==> config.mk <==
export PLATFORM = sky130hd
export DESIGN_NAME = pc_unit_buffered
export DESIGN_NICKNAME = d
export VERILOG_FILES = /design/src/rtl/pc_unit_pkg.sv /design/src/rtl/pc_src_mux.sv /design/src/rtl/pc_unit_buffered.sv
export SDC_FILE = /design/constraint.sdc
export NUM_CORES = 1
export LEC_CHECK = 0
export ABC_AREA = 1
export BUFFER_PORTS_ARGS = -buffer_cell sky130_fd_sc_hd__buf_2
export CORE_MARGIN = 3
export CORE_UTILIZATION = 50
export DETAILED_ROUTE_END_ITERATION = 16
export GPL_ROUTABILITY_DRIVEN = 0
export HOLD_SLACK_MARGIN = 0.05
export PLACE_DENSITY_LB_ADDON = 0.12
export SYNTH_ARGS = -nofsm -noshare
export SYNTH_HDL_FRONTEND = slang
export SYNTH_SLANG_ARGS = --single-unit
==> constraint.sdc <==
create_clock -name clk -period 3.5 [get_ports clk]
set_input_delay 0.7 -clock clk [delete_from_list [all_inputs] [get_ports clk]]
set_output_delay 0.7 -clock clk [all_outputs]
set_load 0.02 [all_outputs]
==> src/rtl/pc_unit_pkg.sv <==
// Shared types and default sizing for the program-counter unit.
package pc_unit_pkg;

  typedef enum logic {
    IDLE    = 1'b0,
    PENDING = 1'b1
  } pc_state_t;

  localparam int          DEF_WIDTH    = 32;
  localparam int          DEF_NUM_SRC  = 6;
  localparam logic [31:0] DEF_RESET_PC = 32'h0000_0000;

endpackage

==> src/rtl/pc_src_mux.sv <==
// Combinational NUM_SRC-way selector, zero latency, no flow control.
// An out-of-range select returns the last entry.
module pc_src_mux #(
  parameter int WIDTH   = 32,
  parameter int NUM_SRC = 6,
  parameter int SEL_W   = 3
) (
  input  logic [NUM_SRC*WIDTH-1:0] src_data,
  input  logic [SEL_W-1:0]         sel,
  output logic [WIDTH-1:0]         sel_data
);

  always_comb begin
    sel_data = src_data[(NUM_SRC-1)*WIDTH +: WIDTH];
    for (int i = 0; i < NUM_SRC - 1; i++) begin
      if (sel == SEL_W'(i)) sel_data = src_data[i*WIDTH +: WIDTH];
    end
  end

endmodule

==> src/rtl/pc_unit_buffered.sv <==
// Registered PC with one-deep redirect buffer; loads appear one cycle after acceptance,
// hold stalls the PC and parks the latest redirect. Optional commit history: PC_HISTORY_EN.
module pc_unit_buffered
  import pc_unit_pkg::*;
#(
  parameter int               WIDTH      = DEF_WIDTH,
  parameter int               NUM_SRC    = DEF_NUM_SRC,
  parameter int               SEL_W      = 3,
  parameter logic [WIDTH-1:0] RESET_PC   = WIDTH'(DEF_RESET_PC),
  parameter int               ALIGN_BITS = 2,
  parameter int               HIST_DEPTH = 8,
  localparam int              HIST_W     = $clog2(HIST_DEPTH)
) (
  input  logic                     clk,
  input  logic                     reset,
  input  logic [NUM_SRC*WIDTH-1:0] src_data,
  input  logic [SEL_W-1:0]         src_sel,
  input  logic                     pc_write,
  input  logic                     pc_write_cond,
  input  logic                     branch_taken,
  input  logic                     hold,
  output logic [WIDTH-1:0]         pc,
  output logic                     pc_updated,
  output logic                     redirect_pending,
  output logic                     sel_error,
  output logic                     misaligned,
  input  logic [HIST_W-1:0]        hist_idx,
  output logic [WIDTH-1:0]         hist_pc
);

  localparam logic [WIDTH-1:0] ALIGN_MASK = WIDTH'((64'd1 << ALIGN_BITS) - 64'd1);

  pc_state_t        state;
  logic [WIDTH-1:0] pend_reg;
  logic [WIDTH-1:0] sel_val;
  logic [WIDTH-1:0] load_val;
  logic             req;
  logic             sel_oor;
  logic             load;

  assign req     = pc_write | (pc_write_cond & branch_taken);
  assign sel_oor = int'(src_sel) >= NUM_SRC;

  pc_src_mux #(
    .WIDTH   (WIDTH),
    .NUM_SRC (NUM_SRC),
    .SEL_W   (SEL_W)
  ) u_src_mux (
    .src_data (src_data),
    .sel      (src_sel),
    .sel_data (sel_val)
  );

  // A fresh request always beats the buffered redirect.
  pc_src_mux #(
    .WIDTH   (WIDTH),
    .NUM_SRC (2),
    .SEL_W   (1)
  ) u_load_mux (
    .src_data ({sel_val, pend_reg}),
    .sel      (req),
    .sel_data (load_val)
  );

  always_comb begin
    load = 1'b0;
    case (state)
      IDLE:    load = req & ~hold;
      PENDING: load = ~hold;
      default: load = 1'b0;
    endcase
  end

  always_ff @(posedge clk) begin
    if (reset) begin
      state            <= IDLE;
      pc               <= RESET_PC;
      pend_reg         <= '0;
      pc_updated       <= 1'b0;
      redirect_pending <= 1'b0;
      sel_error        <= 1'b0;
      misaligned       <= 1'b0;
    end else begin
      pc_updated <= load;
      if (load) begin
        pc <= load_val;
        if ((load_val & ALIGN_MASK) != '0) misaligned <= 1'b1;
      end
      if (req && sel_oor) sel_error <= 1'b1;

      case (state)
        IDLE: begin
          if (hold && req) begin
            pend_reg         <= sel_val;
            state            <= PENDING;
            redirect_pending <= 1'b1;
          end
        end
        PENDING: begin
          if (hold) begin
            if (req) pend_reg <= sel_val;
          end else begin
            state            <= IDLE;
            redirect_pending <= 1'b0;
          end
        end
        default: state <= IDLE;
      endcase
    end
  end

`ifdef PC_HISTORY_EN
  logic [WIDTH-1:0]  hist_mem [HIST_DEPTH];
  logic [HIST_W-1:0] wr_ptr;

  always_ff @(posedge clk) begin
    if (reset) begin
      wr_ptr <= '0;
      for (int i = 0; i < HIST_DEPTH; i++) hist_mem[i] <= '0;
    end else if (load) begin
      hist_mem[wr_ptr] <= load_val;
      wr_ptr           <= wr_ptr + HIST_W'(1);
    end
  end

  // Index 0 is the most recent commit, one slot behind the write pointer.
  assign hist_pc = hist_mem[wr_ptr - HIST_W'(1) - hist_idx];
`else
  logic hist_unused;
  assign hist_unused = ^hist_idx;
  assign hist_pc     = '0;
`endif

endmodule

Word level (Yosys, flattened, before mapping):

Index checks and enable logic that the tools add are counted.

* eq/ne operators: 7
* $lt $le $gt $ge: 1
* reduce and logical (&&, ||, !) cells: 7
* multiplexer cells: 16
* bitwise gates (word level): 5

Operators with widths (count)
* 32-bit two-way mux: 8
* 32-bit case mux with 2 select lines: 1
* 32-bit nonzero test: 1
* 3-bit by 2-bit == test with 1-bit output (second input constant): 2
* 2-bit inequality test (second input constant): 3
* 1-bit case mux with 2 select lines: 3
* 2-bit AND reduction: 3
* 1-bit two-way mux: 4
* 3-bit by 1-bit == test with 1-bit output (second input constant): 1
* 3-bit == test (second input constant): 1
* 3-bit greater-or-equal comparator (second input constant): 1
* 3-bit zero test: 1
* 1-bit AND: 2
* 1-bit logical AND: 2
* 1-bit inverter: 2
* 1-bit bitwise OR: 1

* input bits: 204
* register bits: 69
* logic and storage cells: 43

Depth between registers and ports, before layout:

Gate-level depths: netlist of run 1.

* depth in word-level cells: 9
* depth in mapped cells: 15
* gate-level depth less buffers: 15

Cells and area by module:

A second synthesis of run 1 with hierarchy kept.

* cells, all modules: 936
* area, all modules: 5405.2 um^2

By module, submodules not included
* pc_unit_buffered: sequential area each 1381.3 um^2, times used 1, area an instance 2930.3 um^2, cells an instance 368
* pc_src_mux (u_src_mux): sequential area each 0.0 um^2, times used 1, area an instance 1983.2 um^2, cells an instance 464
* pc_src_mux (u_load_mux): sequential area each 0.0 um^2, times used 1, area an instance 491.7 um^2, cells an instance 104

Least setup slack after synthesis of run 1:

OpenSTA, ideal clock, no wires.

* path type: in2reg
* start: input port pc_write_cond
* end: register pc[20]
* data required time: 3.381 ns
* arrival time: 1.726 ns
* path slack: 1.655 ns
* stages: 9
* path buffers: 1
* cell sequence: nand2_1 -> inv_1 -> nor2_4 -> inv_2 -> o21ai_2 -> inv_1 -> clkbuf_1 -> o21ai_0 -> a21oi_1

* longest elaborated chain between the ends: 4
* elaborated cells on any way between the ends: 5
* classes of those cells: mux: 2; bitwise: 3

RTL lines
* start, declared: line pc_unit_buffered.sv:19 `input logic pc_write_cond,`
* 1-bit AND (*): line pc_unit_buffered.sv:41 `assign req = pc_write | (pc_write_cond & branch_taken);`
* 1-bit bitwise OR (*): line pc_unit_buffered.sv:41
* 1-bit AND: line pc_unit_buffered.sv:68 `IDLE: load = req & ~hold;`
* 1-bit case mux with 2 select lines: line pc_unit_buffered.sv:67 `case (state)`
* end signal, assigned: line pc_unit_buffered.sv:86 `pc <= load_val;`
* end, declared: line pc_unit_buffered.sv:22 `output logic [WIDTH-1:0] pc,`

Every way passes the cells marked *; elsewhere a longest branch is shown, timed or not.
A chain may end at the register's enable or synchronous reset.

Worst setup path after layout of run 1:

* start: input port src_sel[2]
* end: register pend_reg[5]

* longest elaborated chain between the ends: 9
* elaborated cells on any way between the ends: 14
* classes of those cells: eq/ne: 4; mux: 9; reduce/logical: 1

RTL lines
* start, declared: line pc_unit_buffered.sv:17 `input logic [SEL_W-1:0] src_sel,`
* 3-bit zero test: line pc_src_mux.sv:16 `if (sel == SEL_W'(i)) sel_data = src_data[i*WIDTH +: WIDTH];`
* 32-bit two-way mux (4 in series): line pc_src_mux.sv:16
* 32-bit two-way mux (*): line pc_src_mux.sv:16
* 32-bit two-way mux
* 32-bit two-way mux: line pc_unit_buffered.sv:100 `if (hold) begin`
* 32-bit case mux with 2 select lines (*): line pc_unit_buffered.sv:91 `case (state)`
* end signal, assigned: line pc_unit_buffered.sv:94 `pend_reg <= sel_val;`
* end signal, assigned: line pc_unit_buffered.sv:101 `if (req) pend_reg <= sel_val;`
* end, declared: line pc_unit_buffered.sv:34 `logic [WIDTH-1:0] pend_reg;`

Every way passes the cells marked *; elsewhere a longest branch is shown, timed or not. The select of a mux whose other input is x is not followed.

==> results of run 1 <==
per-stage QoR:
step                      power, W  hold WS, ns
after floorplan            0.00135        0.441
after global placement     0.00157        0.450
after detailed placement   0.00157        0.456
after CTS                  0.00223        0.467
after global routing       0.00235        0.478
final                      0.00222        0.463
layout by cell type (no fill, tap or decap):
master	Yosys	layout
bufinv_16	0	1
dfxtp_1	69	69
clkbuf_8	0	9
buf_2	20	236
a21oi_1	108	108
clkinv_4	0	1
buf_4	32	13
nor2_1	68	68
or2_2	1	1
conb_1	1	32
o21ai_0	62	62
o21ai_1	11	11
a31oi_1	1	1
o21ai_2	1	1
o211ai_1	21	21
inv_2	5	5
clkinv_2	0	2
inv_6	0	2
nor2_4	1	1
nand3_1	87	87
inv_1	86	86
or2_0	1	1
buf_12	0	1
clkinvlp_4	0	1
nor2_2	1	1
nand2_2	4	5
nand2_1	281	280
layout make-up:
cell class	instances	area, µm²	area share, %
multi-input combinational	680	3000	47.0
inverter	91	342	5.35
tap	133	166	2.61
clock buffer	9	124	1.94
clock inverter	7	73.8	1.16
sequential	69	1380	21.6
timing repair buffer	250	1300	20.3
worst max path at each step:
| stage | from | endpoint | slack, ns | depth (start not counted) |
|---|---|---|---|---|
| 4_1_cts | src_sel[2] | pend_reg[5]$_SDFFE_PP0P_ | 1.09 | 14 |
| 6_report | src_sel[2] | pend_reg[5]$_SDFFE_PP0P_ | 1.05 | 14 |
| 3_3_place_gp | src_sel[2] | pend_reg[5]$_SDFFE_PP0P_ | 0.73 | 14 |
| 5_1_grt | src_sel[2] | pend_reg[5]$_SDFFE_PP0P_ | 0.87 | 14 |
| 2_1_floorplan | pc_write_cond | pc[20]$_SDFFE_PP0P_ | 1.66 | 9 |
| 3_5_place_dp | src_sel[2] | pend_reg[5]$_SDFFE_PP0P_ | 0.71 | 14 |
metal layers:
layer,GRT usage [%],up-vias,part of all wire (%)
met4,10.3,4,2.8
met3,6.68,42,8.5
li1,-,3228,-
met2,49.8,273,47
met1,38.7,2779,42
met5,0,-,0.15
worst reg2reg max path, cell delays in order (launching register included):
cell,delay [ns]
dfxtp_1,0.54
buf_4,0.38
inv_1,0.17
a21oi_1,0.21
inv_1,0.19
buf_4,0.28
nand2_1,0.10
a21oi_1,0.08
power groups by stage:
stage	logic, W	clock network [W]	registers [W]
2_1_floorplan	0.000407	0	0.000938
3_3_place_gp	0.000664	0	0.000902
3_5_place_dp	0.000670	0	0.000902
4_1_cts	0.000673	0.000668	0.000885
5_1_grt	0.000758	0.000703	0.000893
6_report	0.000676	0.000661	0.000886
kinds of logic (layout without fill, tap and decap cells):
kind of cell	count (synthesis)	count (layout)
simple gates	444	444
compound gates	204	204
buf+inv	186	357
flops	69	69
other cells	1	32
==> results.py, run 1 <==
metrics = {
    "run_status": {
        "status": "finished, final reports clean",
    },
    "timing": {
        "hold_viol": 0,
        "rsz0062_at_grt": "no",
        "maxSlewHeadroom_pct": 29.9,
        "period_share_pct": 70.0,
        "tightest_slew_ns": 1.05,
        "slew_violations": 0,
        "period_needed_ns": 2.45,
        "finClkSkew_ns": 0.00608,
        "tns_ns": 0,
        "setup_viol": 0,
        "max_freq_mhz": 408,
        "worst_slack_ns": 1.05,
    },
    "synthesis": {
        "yosys-top-cells-area": "dfxtp_1, nand2_1, a21oi_1",
        "synth_mux_area_share_pct": 0,
        "synth_compound_area_share_pct": 21.1,
        "synth_edf_count": 0,
        "synth-xor-area-share_pct": 0,
        "synth-seq-area-share_pct": 27.0,
        "synthTopCellsByCount": "nand2_1, a21oi_1, nand3_1",
        "synth_top_cell_by_area": "dfxtp_1",
        "synth_fa_ha_area_share_pct": 0,
        "syn_inst": 904,
        "synth-seq-cells": 69,
        "synth_top_flop_cell": "dfxtp_1",
        "ys_types": 22,
        "syn_area_um2": 5110,
        "synth_most_common_cell": "nand2_1",
        "yosysTopAreaCellShare_pct": 27.0,
        "async_reset_ff_share_pct": 0,
        "yosys_warnings": 0,
        "synth.avg_cell_area_um2": 5.65,
        "synth-simple-area-share_pct": 35.3,
        "synth_top_family_by_area": "simple AND/OR/NAND/NOR gates",
    },
    "setup_path": {
        "path_cells": "buf_2 -> inv_2 -> nand2_2 -> inv_2 -> nand2_1 -> inv_2 -> buf_12 -> nor2_1 -> nand2_1 -> nand3_1 -> nand2_1 -> nand2_1 -> nand2_1 -> a21oi_1",
        "r2r_start": "state$_SDFF_PP0_",
        "timing.rr.end": "pend_reg[5]$_SDFFE_PP0P_",
        "critical_path.most_common_cell": "nand2_1",
        "cp_slowest_stage_delay_ns": 0.35,
        "critPathTopFamily": "buffers and inverters",
        "rr_worst_depth": 7,
        "crit_arrival_ns": 2.67,
        "path_class": "in -> reg",
        "end_kind": "flip-flop",
        "critPathBufInv": 5,
        "start_kind": "input pin",
        "critical_path.max_fanout": 40,
        "r2r_setup_slack_ns": 1.42,
        "required_ns": 3.72,
        "cp_slowest_cell": "inv_2",
    },
    "clock_network": {
        "post_cts_resized": 0,
        "h-tree-depth": 3,
        "postCtsSetupRepairBufs": 0,
        "cts_buffer_depth": 2,
        "cts_hold_buf": 0,
        "cts_tree": "built",
        "clock-sinks": 69,
        "numCtsBuffers": 9,
        "insertion_delay_ns": 0.35,
        "root_buffer": "clkbuf_8",
        "clkTransAtPathRegs_ns": 0.08,
    },
    "layout": {
        "drive_above_1_share_pct": 25.3,
        "final_core_util_pct": 64.8,
        "stdcell_area_um2": 6390,
        "final_cell_count_no_fill": 1239,
        "area_delta_synth_final_pct": 25.1,
        "n_antenna_cell": 0,
        "fin_nets": 1305,
        "fillers": 1037,
    },
    "global_routing": {
        "grt_pass1_wl_um": 27000,
        "grt_usage_pct": 30.1,
        "grt_max_degree": 57,
        "grt-ovfl-total": 0,
        "antenna_found_initial": 2,
        "grt_pass1_vias": 5352,
    },
    "pwr": {
        "peakVddDrop_mv": 0.329,
        "switching_share_pct": 35.9,
        "seq_power_share_pct": 39.8,
        "p_switching_w": 0.000797,
        "p_int_w": 0.00143,
        "power_frac_clock_pct": 29.7,
        "powerDensity_nw_per_um2": 348,
        "power_leakage_nw": 3.56,
        "power_frac_comb_pct": 30.4,
    },
    "run": {
        "cap_violations": 0,
    },
    "route": {
        "drt_wl_total_um": 18100,
        "drc": 0,
        "via_count": 6326,
        "antenna_left": 0,
        "routedWlPerCell_um": 14.6,
        "via_per_inst": 5.11,
        "drt_pass1_iterations": 7,
        "drt-initial-drc-count": 561,
    },
    "die": {
        "rows": 36,
        "initial_core_util_pct": 51.8,
        "core_um2": 9860,
        "boundaryPins": 272,
        "fp.dieW_um": 107,
        "die_h_um": 107,
        "dieArea_um2": 11500,
    },
    "placement": {
        "place_ws_ns": 0.710,
        "placed_area_um2": 6190,
        "dp_hpwl_um": 13400,
        "dp.cells": 1223,
        "portBuffers": 236,
    },
    "min_path": {
        "hp-start": "pc[1]$_SDFFE_PP0P_",
        "whs_path_depth": 2,
        "hold_path_end": "pc[1]$_SDFFE_PP0P_",
        "hold_class": "reg -> reg",
    },
}
(Power assumes the default switching activity.)
==> run 2: changes to the inputs <==
--- a/config.mk
+++ b/config.mk
@@ -8,7 +8,7 @@
 export ABC_AREA = 1
 export BUFFER_PORTS_ARGS = -buffer_cell sky130_fd_sc_hd__buf_2
 export CORE_MARGIN = 3
-export CORE_UTILIZATION = 50
+export CORE_UTILIZATION = 42
 export DETAILED_ROUTE_END_ITERATION = 16
 export GPL_ROUTABILITY_DRIVEN = 0
 export HOLD_SLACK_MARGIN = 0.05
==> constraint.sdc (replaced) <==
create_clock -name clk -period 2.16 [get_ports clk]
set_input_delay 0.432 -clock clk [delete_from_list [all_inputs] [get_ports clk]]
set_output_delay 0.432 -clock clk [all_outputs]
set_load 0.02 [all_outputs]
==> results.py, run 2 (synthesis results as in run 1) <==
metrics = {
    "placement": {
        "dp_hpwl_um": 14200,
        "portBuffers": 236,
    },
    "setup_path": {
        "rr_worst_depth": 5,
        "end_kind": "flip-flop",
        "path_class": "in -> reg",
        "required_ns": 2.42,
        "crit_arrival_ns": 2.02,
        "critical_path.max_fanout": 20,
        "start_kind": "input pin",
    },
    "global_routing": {
        "grt_pass1_vias": 5488,
        "grt-ovfl-total": 0,
        "grt_pass1_wl_um": 27800,
        "antenna_found_initial": 2,
        "grt_max_degree": 41,
        "grt_usage_pct": 26.3,
    },
    "timing": {
        "finClkSkew_ns": 0.00496,
        "period_needed_ns": 1.76,
        "rsz0062_at_grt": "no",
        "slew_violations": 0,
        "tns_ns": 0,
        "setup_viol": 0,
        "period_share_pct": 81.4,
        "hold_viol": 0,
        "max_freq_mhz": 569,
    },
    "clock_network": {
        "cts_hold_buf": 0,
        "insertion_delay_ns": 0.33,
        "postCtsSetupRepairBufs": 0,
        "h-tree-depth": 3,
        "numCtsBuffers": 9,
        "clock-sinks": 69,
        "post_cts_resized": 0,
        "cts_buffer_depth": 2,
        "root_buffer": "clkbuf_16",
        "cts_tree": "built",
        "clkTransAtPathRegs_ns": 0.05,
    },
    "route": {
        "via_count": 6310,
        "routedWlPerCell_um": 14.9,
        "via_per_inst": 5.00,
        "drt_wl_total_um": 18800,
        "drc": 0,
        "drt_pass1_iterations": 5,
        "antenna_left": 0,
        "drt-initial-drc-count": 490,
    },
    "run": {
        "cap_violations": 0,
    },
    "layout": {
        "final_cell_mix": "nand2_1, buf_2, a21oi_1",
        "area_delta_synth_final_pct": 30.3,
        "layout_commonest_cell": "nand2_1",
        "drive_above_1_share_pct": 26.0,
        "fin_nets": 1317,
    },
    "die": {
        "initial_core_util_pct": 43.8,
        "rows": 39,
        "dieArea_um2": 13500,
        "fp.dieW_um": 116,
        "die_h_um": 116,
        "core_um2": 11700,
        "boundaryPins": 272,
    },
    "min_path": {
        "whs_path_depth": 3,
        "hold_class": "in -> reg",
    },
    "pwr": {
        "peakVddDrop_mv": 0.410,
        "powerDensity_nw_per_um2": 589,
        "power_leakage_nw": 3.68,
        "finalPower_w": 0.00392,
    },
    "run_status": {
        "status": "finished, final reports clean",
    },
}
==> run 2: cell count changes in the layout (fill, tap and decap cells not counted), sizes merged <==
cell,before,now
clkinvlp,1,2
buf,250,262
bufinv,1,0
clkbuf,9,11
diode,0,2
inv,93,91
clkinv,3,2
==> run 2: worst paths after layout <==
check / from / end / slack, ns
worst max-delay path: src_sel[1] / pend_reg[28]$_SDFFE_PP0P_ / 0.40
worst min-delay path: src_sel[1] / sel_error$_SDFFE_PP0P_ / 0.43
worst min register to register: pc[0]$_SDFFE_PP0P_ / pc[0]$_SDFFE_PP0P_ / 0.46
worst max register to register: state$_SDFF_PP0_ / pc[1]$_SDFFE_PP0P_ / 0.79
==> run 2: worst max-delay path, stage by stage <==
cell and delay [ns]:
buf_2 0.13, nor2_2 0.18, nand2_2 0.18, buf_4 0.25, a21oi_1 0.14, o21ai_1 0.07
nand3_1 0.11, nand2_1 0.07, nand2_1 0.10, nand2_1 0.09, nand2_1 0.07, nand2_1 0.05
a21oi_1 0.13
==> run 2: routing by layer <==
layer	GRT usage, %	wire length [µm]	up-vias
met3	4.15	1330	26
met1	33.0	7910	2802
li1	-	-	3256
met5	0	0	-
met2	46.3	9230	226
met4	8.35	367	0
==> run 2: metrics by stage <==
| step | setup slack, ns | hold slack [ns] | cells | utilization (%) | instance area [µm²] |
|---|---|---|---|---|---|
| after global placement | 0.111 | 0.450 | 1245 | 54.7 | 6380 |
| final | 0.402 | 0.427 | 1262 | 57.0 | 6650 |
| after floorplan | 0.583 | 0.441 | 935 | - | 5220 |
| after global routing | 0.240 | 0.448 | 1262 | 57.0 | 6650 |
| after detailed placement | 0.0828 | 0.461 | 1245 | 54.7 | 6380 |
| after CTS | 0.417 | 0.430 | 1260 | 57.0 | 6650 |
==> run 2: report_power, final <==
group          switching, W  internal, W  leakage [nW]  total, W
Combinational      0.000711     0.000427          2.98   0.00114
Clock              0.000548     0.000797         0.127   0.00135
Sequential        0.0000596      0.00138         0.568   0.00144
Total               0.00132      0.00260          3.68   0.00392
==> run 2: layout make-up <==
cell class | instances | area [µm²]
Clock inverter | 4 | 25.0
Sequential cell | 69 | 1380
Fill cell | 1294 | 5010
Clock buffer | 11 | 243
Inverter | 91 | 342
Tap cell | 143 | 179
Timing Repair Buffer | 262 | 1480
Multi-Input combinational cell | 680 | 3000
Antenna cell | 2 | 5.00
